[config.mk]
export PLATFORM = sky130hd
export DESIGN_NAME = ifu_fetch_flat
export DESIGN_NICKNAME = d
export VERILOG_FILES = /design/src/rtl/ifu_fetch_pkg.sv /design/src/rtl/ifu_fetch_if.sv /design/src/rtl/ifu_fifo.sv /design/src/rtl/ifu_fetch.sv /design/src/flat_wrapper.sv
export SDC_FILE = /design/constraint.sdc
export NUM_CORES = 1
export LEC_CHECK = 0
export ABC_AREA = 1
export BUFFER_PORTS_ARGS = -buffer_cell sky130_fd_sc_hd__buf_2
export CORE_MARGIN = 8
export CORE_UTILIZATION = 60
export CTS_BUF_LIST = sky130_fd_sc_hd__clkbuf_8
export DETAILED_ROUTE_END_ITERATION = 8
export GPL_TIMING_DRIVEN = 1
export PLACE_DENSITY_LB_ADDON = 0.05
export SLEW_MARGIN = 20
export SYNTH_ARGS = -nofsm -noshare
export SYNTH_HDL_FRONTEND = slang
export SYNTH_SLANG_ARGS = --single-unit
[constraint.sdc]
create_clock -name clk -period 8.7 [get_ports clk]
set_clock_uncertainty 0.1 [all_clocks]
set_input_delay 1.74 -clock clk [delete_from_list [all_inputs] [get_ports clk]]
set_output_delay 1.74 -clock clk [all_outputs]
set_load 0.02 [all_outputs]
[src/rtl/ifu_fetch_pkg.sv]
// Fetch stage shared definitions: widths, FSM encodings,
// the instruction queue entry layout and an alignment helper.
package ifu_fetch_pkg;

    localparam int XLEN       = 32;
    localparam int INSTR_SIZE = 32;

    localparam logic [1:0] IFU_IDLE  = 2'd0;
    localparam logic [1:0] IFU_FETCH = 2'd1;
    localparam logic [1:0] IFU_HALT  = 2'd2;

    typedef struct packed {
        logic [INSTR_SIZE-1:0] instr;
        logic [XLEN-1:0]       pc;
        logic                  err;
    } ir_entry_t;

    function automatic logic [XLEN-1:0] word_align(
        input logic [XLEN-1:0] a
    );
        return a & ~XLEN'(3);
    endfunction

endpackage

[src/rtl/ifu_fetch_if.sv]
// Instruction memory channel: valid/ready request, always-accepted
// in-order response. master = fetch stage, slave = memory.
interface ifu_fetch_if;
    import ifu_fetch_pkg::*;

    logic                  ifu_req_valid;
    logic                  ifu_req_ready;
    logic [XLEN-1:0]       ifu_req_addr;
    logic                  ifu_rsp_valid;
    logic [INSTR_SIZE-1:0] ifu_rsp_instr;
    logic                  ifu_rsp_err;

    modport master (
        output ifu_req_valid,
        output ifu_req_addr,
        input  ifu_req_ready,
        input  ifu_rsp_valid,
        input  ifu_rsp_instr,
        input  ifu_rsp_err
    );

    modport slave (
        input  ifu_req_valid,
        input  ifu_req_addr,
        output ifu_req_ready,
        output ifu_rsp_valid,
        output ifu_rsp_instr,
        output ifu_rsp_err
    );

endinterface

[src/rtl/ifu_fifo.sv]
// Synchronous FIFO with flush; head is read directly from storage.
// Push on a full FIFO is legal only together with a pop.
module ifu_fifo #(
    parameter int WIDTH = 32,
    parameter int DEPTH = 2
) (
    input  logic                     clk,
    input  logic                     rst_n,
    input  logic                     push,
    input  logic [WIDTH-1:0]         din,
    input  logic                     pop,
    input  logic                     flush,
    output logic [WIDTH-1:0]         dout,
    output logic                     full,
    output logic                     empty,
    output logic [$clog2(DEPTH):0]   count
);

    localparam int AW = $clog2(DEPTH);
    localparam int CW = AW + 1;

    logic [WIDTH-1:0] ram [DEPTH];
    logic [AW-1:0]    wr_ptr;
    logic [AW-1:0]    rd_ptr;
    logic             push_ok;
    logic             pop_ok;

    assign full    = (count == CW'(DEPTH));
    assign empty   = (count == '0);
    assign push_ok = push && (!full || pop);
    assign pop_ok  = pop && !empty;
    assign dout    = ram[rd_ptr];

    // Storage write; zeroed on reset so the head reads 0 out of reset.
    always_ff @(posedge clk or negedge rst_n) begin
        if (!rst_n) begin
            for (int i = 0; i < DEPTH; i++) ram[i] <= '0;
        end else if (push_ok && !flush) begin
            ram[wr_ptr] <= din;
        end
    end

    // Pointers and occupancy; flush wins over any same-cycle push/pop.
    always_ff @(posedge clk or negedge rst_n) begin
        if (!rst_n) begin
            wr_ptr <= '0;
            rd_ptr <= '0;
            count  <= '0;
        end else if (flush) begin
            wr_ptr <= '0;
            rd_ptr <= '0;
            count  <= '0;
        end else begin
            if (push_ok) wr_ptr <= wr_ptr + AW'(1);
            if (pop_ok)  rd_ptr <= rd_ptr + AW'(1);
            case ({push_ok, pop_ok})
                2'b10:   count <= count + CW'(1);
                2'b01:   count <= count - CW'(1);
                default: count <= count;
            endcase
        end
    end

endmodule

[src/rtl/ifu_fetch.sv]
// Fetch stage: owns the PC, issues credit-limited word requests,
// queues returned words for decode and restarts on redirect.
module ifu_fetch
    import ifu_fetch_pkg::*;
#(
    parameter logic [XLEN-1:0] RESET_PC = '0,
    parameter int              QDEPTH   = 2
) (
    input  logic                  clk,
    input  logic                  rst_n,
    input  logic                  redirect_valid,
    input  logic [XLEN-1:0]       redirect_pc,
    ifu_fetch_if.master           mem,
    output logic                  ir_valid,
    input  logic                  ir_ready,
    output logic [INSTR_SIZE-1:0] ir_instr,
    output logic [XLEN-1:0]       ir_pc,
    output logic                  ir_err
);

    localparam int CW = $clog2(QDEPTH) + 1;
    localparam logic [CW:0] QLIM = (CW+1)'(QDEPTH);

    logic [1:0]      state;
    logic [XLEN-1:0] pc;
    logic [CW-1:0]   drop;

    logic            req_hs;
    logic            rsp_ok;
    logic            q_push;
    logic            q_pop;
    logic [CW:0]     credit_use;

    logic [XLEN-1:0] a_head;
    logic            a_full;
    logic            a_empty;
    logic [CW-1:0]   a_cnt;

    ir_entry_t       q_din;
    ir_entry_t       q_dout;
    logic            q_full;
    logic            q_empty;
    logic [CW-1:0]   q_cnt;

    // A head leaving this cycle frees its slot for a new request,
    // which keeps a 1-cycle memory streaming at one word per cycle.
    assign q_pop      = ir_valid && ir_ready;
    assign credit_use = {1'b0, a_cnt} + {1'b0, q_cnt}
                      - (CW+1)'(q_pop);

    assign mem.ifu_req_valid = (state == IFU_FETCH) && !a_full
                             && (credit_use < QLIM);
    assign mem.ifu_req_addr  = pc;

    assign req_hs = mem.ifu_req_valid && mem.ifu_req_ready;
    assign rsp_ok = mem.ifu_rsp_valid && !a_empty;
    assign q_push = rsp_ok && (drop == '0) && !redirect_valid
                  && (!q_full || q_pop);

    assign q_din = '{instr: mem.ifu_rsp_instr,
                     pc:    a_head,
                     err:   mem.ifu_rsp_err};

    assign ir_valid = !q_empty;
    assign ir_instr = q_dout.instr;
    assign ir_pc    = q_dout.pc;
    assign ir_err   = q_dout.err;

    // PC: redirect target, else advance on each accepted request.
    always_ff @(posedge clk or negedge rst_n) begin
        if (!rst_n) begin
            pc <= RESET_PC;
        end else if (redirect_valid) begin
            pc <= word_align(redirect_pc);
        end else if (req_hs) begin
            pc <= pc + XLEN'(4);
        end
    end

    // Stale-word counter: everything in flight at a redirect is dropped.
    always_ff @(posedge clk or negedge rst_n) begin
        if (!rst_n) begin
            drop <= '0;
        end else if (redirect_valid) begin
            drop <= a_cnt + CW'(req_hs) - CW'(rsp_ok);
        end else if (rsp_ok && drop != '0) begin
            drop <= drop - CW'(1);
        end
    end

    // Control FSM: start after reset, stop on a queued bus error.
    always_ff @(posedge clk or negedge rst_n) begin
        if (!rst_n) begin
            state <= IFU_IDLE;
        end else if (redirect_valid) begin
            state <= IFU_FETCH;
        end else begin
            unique case (1'b1)
                (state == IFU_IDLE):
                    state <= IFU_FETCH;
                (state == IFU_FETCH && q_push && mem.ifu_rsp_err):
                    state <= IFU_HALT;
                default:
                    state <= state;
            endcase
        end
    end

    ifu_fifo #(
        .WIDTH (XLEN),
        .DEPTH (QDEPTH)
    ) u_addr_fifo (
        .clk   (clk),
        .rst_n (rst_n),
        .push  (req_hs),
        .din   (pc),
        .pop   (rsp_ok),
        .flush (1'b0),
        .dout  (a_head),
        .full  (a_full),
        .empty (a_empty),
        .count (a_cnt)
    );

    ifu_fifo #(
        .WIDTH ($bits(ir_entry_t)),
        .DEPTH (QDEPTH)
    ) u_ir_queue (
        .clk   (clk),
        .rst_n (rst_n),
        .push  (q_push),
        .din   (q_din),
        .pop   (q_pop),
        .flush (redirect_valid),
        .dout  (q_dout),
        .full  (q_full),
        .empty (q_empty),
        .count (q_cnt)
    );

endmodule

[src/flat_wrapper.sv]
// flat-port wrapper written by rule: the top's interface ports become plain ports
module ifu_fetch_flat import ifu_fetch_pkg::*;
#(
    parameter logic [XLEN-1:0] RESET_PC = '0,
    parameter int              QDEPTH   = 2
)
  (clk, rst_n, redirect_valid, redirect_pc, ir_valid, ir_ready, ir_instr, ir_pc, ir_err, mem_ifu_req_valid, mem_ifu_req_addr, mem_ifu_req_ready, mem_ifu_rsp_valid, mem_ifu_rsp_instr, mem_ifu_rsp_err);
  ifu_fetch_if mem_i ();
  input  logic clk;
  input  logic rst_n;
  input  logic redirect_valid;
  input  logic [XLEN-1:0] redirect_pc;
  output logic ir_valid;
  input  logic ir_ready;
  output logic [INSTR_SIZE-1:0] ir_instr;
  output logic [XLEN-1:0] ir_pc;
  output logic ir_err;
  output wire logic [$bits(mem_i.ifu_req_valid)-1:0] mem_ifu_req_valid;
  output wire logic [$bits(mem_i.ifu_req_addr)-1:0] mem_ifu_req_addr;
  input wire logic [$bits(mem_i.ifu_req_ready)-1:0] mem_ifu_req_ready;
  input wire logic [$bits(mem_i.ifu_rsp_valid)-1:0] mem_ifu_rsp_valid;
  input wire logic [$bits(mem_i.ifu_rsp_instr)-1:0] mem_ifu_rsp_instr;
  input wire logic [$bits(mem_i.ifu_rsp_err)-1:0] mem_ifu_rsp_err;
  assign mem_ifu_req_valid = mem_i.ifu_req_valid;
  assign mem_ifu_req_addr = mem_i.ifu_req_addr;
  assign mem_i.ifu_req_ready = mem_ifu_req_ready;
  assign mem_i.ifu_rsp_valid = mem_ifu_rsp_valid;
  assign mem_i.ifu_rsp_instr = mem_ifu_rsp_instr;
  assign mem_i.ifu_rsp_err = mem_ifu_rsp_err;
  ifu_fetch #(.RESET_PC(RESET_PC), .QDEPTH(QDEPTH)) u_core (.clk(clk), .rst_n(rst_n), .redirect_valid(redirect_valid), .redirect_pc(redirect_pc), .mem(mem_i), .ir_valid(ir_valid), .ir_ready(ir_ready), .ir_instr(ir_instr), .ir_pc(ir_pc), .ir_err(ir_err));
endmodule
# Word-level counts from Yosys, hierarchy flattened
# Cells that the tools add are included.
[totals]
latch_bits = 0
mem_bits_rw = 0
wordCells = 107
input_bits = 71
rom_bits = 0
out_inout_bits = 99
memories = 0
regBits = 238
[op_classes]
reduce_logical = 37
bitwise_logic = 4
multipliers = 0
magnitude_cmp = 7
eq_ne = 7
n_shift = 0
mux = 25
div = 0
addsub = 14
[ops]
columns = ["op", "n"]
rows = [
  ["65-bit two-way mux", 4],
  ["32-bit two-way mux", 6],
  ["130-bit bitwise mux", 1],
  ["65-bit demux with 1-bit select", 1],
  ["64-bit bitwise mux", 1],
  ["32-bit by 3-bit adder with 32-bit output, second input constant", 1],
  ["32-bit demux with 1-bit select", 1],
  ["1-bit logical AND", 18],
  ["2-bit one-hot mux with 2 select lines", 3],
  ["2-bit nonzero test", 6],
  ["2-bit == test, second input constant", 4],
  ["2-bit greater-or-equal comparator, second input constant", 4],
  ["2-bit logical NOT", 4],
  ["2-bit two-way mux", 4],
  ["1-bit NOT with 2-bit output", 4],
  ["2-bit by 1-bit == test with 1-bit output, second input constant", 3],
  ["3-bit nonzero test", 2],
  ["2-bit by 1-bit subtractor with 2-bit output, second input constant", 3],
  ["1-bit logical NOT", 5],
  ["1-bit adder, second input constant", 4],
  ["2-bit by 1-bit adder with 2-bit output, second input constant", 2],
  ["2-bit by 1-bit less-than comparator with 1-bit output, second input constant", 2],
  ["1-bit two-way mux", 4],
  ["2-bit by 2-bit adder with 3-bit output", 1],
  ["other kinds (5)", 6],
]

# Longest topological paths before layout
[depth]
ltp_word = 10
depth_mapped = 22

# Hierarchy
# A second synthesis with hierarchy kept.
[hier_totals]
hier_cells = 1543
area_unflattened_um2 = 12240.5
[modules_own_cells]
columns = ["module", "cells_each", "area_per_inst_um2", "instances"]
rows = [
  ["ifu_fifo at u_core.u_ir_queue", 732, 6198.4, 1],
  ["ifu_fifo at u_core.u_addr_fifo", 380, 3313.2, 1],
  ["ifu_fetch", 431, 2728.9, 1],
]

# Worst setup path before layout
# OpenSTA, ideal clock, no wires.
[synth_path]
path_type = "input -> output"
from = "in ir_ready"
to = "out mem_ifu_req_valid"
setup_slack_ns = 3.252
t_arrival_ns = 3.608
path_stages = 7
required_time_ns = 6.860
path_cell_list = "nand2_2 -> inv_1 -> ha_1 -> or2_2 -> fa_1 -> o21ai_0 -> nor4_1"
[synth_via]
elab_chain_len = 4
[synth_rtl]
columns = ["item", "line_no", "source"]
rows = [
  ["start, declared", "flat_wrapper.sv:14", "input logic ir_ready;"],
  ["1-bit logical AND", "ifu_fetch.sv:47", "assign q_pop = ir_valid && ir_ready;"],
  ["3-bit by 1-bit subtractor with 3-bit output", "ifu_fetch.sv:49", "- (CW+1)'(q_pop);"],
  ["3-bit by 2-bit less-than comparator with 1-bit output", "ifu_fetch.sv:52", "&& (credit_use < QLIM);"],
  ["1-bit logical AND", "ifu_fetch.sv:52", ""],
  ["end, declared", "flat_wrapper.sv:18", "output wire logic [$bits(mem_i.ifu_req_valid)-1:0] mem_ifu_req_valid;"],
]
# Every way passes these cells.

# Worst setup path after layout
# Same ends and word-level chain as after synthesis.

==> reports/metrics.cfg <==
[detailed_routing]
wirelength_um=27500
num_vias=9656
firstDrtPassIters=5
drc=0
wl_per_cell_um=15.0
drt_iter0_drc=716
vias_per_cell=5.25
drt.antenna.violating_nets=0

[logic_synthesis]
yosysMostFrequentCell=nand2_1
yosysWarnings=0
synth_commonest_cells=505 x nand2_1, 261 x o21ai_0, 228 x dfrtp_1
synthCells=1440
synth_flop_cell=dfrtp_1
yosysTopAreaCell=dfrtp_1
async_flop_share=1.00
synth_area_um2=11200
ys_ff_latch=228
synth.distinct_cells=37
synthTopCellsByArea=dfrtp_1 51%, nand2_1 17%, o21ai_0 12%
ys_seq_area_frac=0.511
syn_area_per_cell_um2=7.75
synth_edf_count=0
synth_top_area_frac=0.511

[pwr]
power.density_nw_per_um2=355
peakVddDrop_v=0.000204
p_leak_nw=6.49

[worst_setup_path]
endpoint_kind=output pin
worstPathArrival_ns=3.55
critPathKind=primary input to output pin
reg2reg_to=u_core.u_addr_fifo.ram[21]
slowest_stage=fa_1
crit_chain=buf_2 > nand2_2 > inv_1 > ha_1 > or2_2 > fa_1 > o21ai_0 > nor4_1 > buf_2
critPathTopFamily=adder cells
r2r_start=u_core.u_ir_queue.count[0]
worstRegToRegCells=14
crit_top_cell=buf_2
setup.worst_path.start_class=primary input
worst-path-stages=9
path_buf_inv=3
cp_slowest_stage_delay_ns=0.49
required_ns=6.86
cp_max_fo=4
r2r_setup_slack_ns=4.93

[timing]
finalSetupViolCount=0
fmax_ghz=0.186
maxSlewHeadroom=0.347
final_max_slew_viol_count=0
period_needed_ns=5.39
whs_ns=0.377
worst_pin_slew_ns=0.979
hold_violations=0
fin_setup_tns_ns=0
timing.final.ws_setup_ns=3.31
period_share=0.619
rsz0062_at_grt=false

[final_layout]
area_growth_pct=14.8
final_cells=1838
diodes=0
nNetsFinal=1654
drive_gt1_frac=0.155

[floorplanning]
ios=170
die_h_um=152
std_cell_rows=50
dieArea_um2=23200
die_w_um=152
core_area_um2=18500
start_util=0.605

[grt]
grt_max_degree=129
groute.usage.overall=0.237
first_global_vias=9172
antenna_found_initial=0
grt_pass1_wl_um=46000
grt.overflow.total=0

[cts]
numCtsBuffers=39
hold_buffers=0
cts.sinks=228
cts_setup_buffers=0
path_clk_slew_ns=0.06
postCtsResizedCells=0
clk_latency_ns=0.53
cts_tree=done
root_buffer=clkbuf_8
cts_buffer_depth=3
h-tree-depth=2

[placed_design]
dp.cells=1767
gp_congestion=0.976
pre_cts_ws_ns=3.32
hpwl_um=18000
port_buffers=163

[hold_path]
worstHoldStart=u_core.state[1]
holdCritPathClass=flip-flop to flip-flop
min_to=u_core.state[1]
whs_path_depth=1

[job]
maxCapViolCount=0

[outcome]
status=finished, final reports clean

flip-flops by register name, indices dropped and copies added (netlist names):
name                       flops
u_core.drop                    2
u_core.mem.ifu_req_addr       30
u_core.state                   2
u_core.u_addr_fifo.count       2
u_core.u_addr_fifo.ram        60
u_core.u_addr_fifo.rd_ptr      1
u_core.u_addr_fifo.wr_ptr      1
u_core.u_ir_queue.count        2
u_core.u_ir_queue.ram        126
u_core.u_ir_queue.rd_ptr       1
u_core.u_ir_queue.wr_ptr       1
cell families after synthesis:
kind of cell | after synthesis | share of synthesized area
other cells | 1 | 0.000336
fa+ha+maj | 7 | 0.00852
buf+inv | 241 | 0.0909
simple gates | 623 | 0.223
compound gates | 323 | 0.153
flops | 228 | 0.511
xor+xnor | 17 | 0.0133
worst max path at each step:
| stage | end | start |
|---|---|---|
| finish | mem_ifu_req_valid | ir_ready |
| global route | mem_ifu_req_valid | ir_ready |
| global placement | mem_ifu_req_valid | ir_ready |
| detailed placement | mem_ifu_req_valid | ir_ready |
| CTS | mem_ifu_req_valid | ir_ready |
| floorplan | mem_ifu_req_valid | ir_ready |
final cells by class:
type	instances	area, um^2
Clock inverter	18	101
Timing Repair Buffer	172	941
Tap cell	234	293
Clock buffer	51	702
Fill cell	1614	5640
Sequential cell	228	5710
Multi-Input combinational cell	974	4470
Inverter	161	604
placed cells by master (no fill, tap or decap), types with 2 or more instances in the layout:
| cell | synthesis | layout |
|---|---|---|
| ha_1 | 6 | 6 |
| buf_6 | 7 | 2 |
| buf_16 | 0 | 2 |
| a21oi_1 | 5 | 5 |
| conb_1 | 1 | 4 |
| buf_2 | 24 | 162 |
| xnor2_1 | 5 | 5 |
| dfrtp_1 | 228 | 227 |
| nor2_2 | 5 | 3 |
| clkbuf_8 | 0 | 51 |
| nor2_4 | 2 | 4 |
| nor3_1 | 5 | 5 |
| nor2_1 | 54 | 54 |
| o211ai_1 | 7 | 7 |
| buf_4 | 6 | 5 |
| o21a_1 | 27 | 27 |
| or2_2 | 2 | 2 |
| nand2_1 | 505 | 505 |
| o21ai_1 | 20 | 20 |
| nand2_2 | 3 | 3 |
| nand3_1 | 39 | 39 |
| o21ai_0 | 261 | 261 |
| inv_1 | 159 | 170 |
| clkinv_2 | 0 | 6 |
| nand4_1 | 2 | 2 |
| xor2_1 | 12 | 12 |
power breakdown:
part / total [mW] / switching [mW] / internal [mW] / leakage (nW)
combinational: 1.79 / 1.20 / 0.586 / 3.19
clock: 0.977 / 0.424 / 0.553 / 0.463
sequential: 1.79 / 0.273 / 1.51 / 2.85
total: 4.55 / 1.90 / 2.65 / 6.49
metrics by stage:
step / power (mW) / utilization / instance area [um^2]
CTS: 4.57 / 0.691 / 12800
global route: 4.91 / 0.695 / 12800
detailed placement: 3.58 / 0.648 / 12000
floorplan: 3.01 / - / 11200
global placement: 3.50 / 0.648 / 12000
finish: 4.55 / 0.695 / 12800
worst register-to-register path: stages, from the launching register on:
cell and delay [ns]:
dfrtp_1 0.40, inv_1 0.14, nand2_2 0.08, nand2_2 0.08, inv_1 0.07, ha_1 0.27
or2_2 0.31, fa_1 0.49, o21ai_0 0.11, nor2_1 0.18, nand3_4 0.27, nor2_4 0.42
buf_4 0.46, nand2_1 0.14, o21a_1 0.13
metal layers:
metal | GRT usage | part of all wire
met4 | 0.0749 | 0.023
met1 | 0.341 | 0.47
met3 | 0.0550 | 0.073
met5 | 0 | 0
met2 | 0.349 | 0.43
Note: power is estimated with default switching activity, not from simulation.
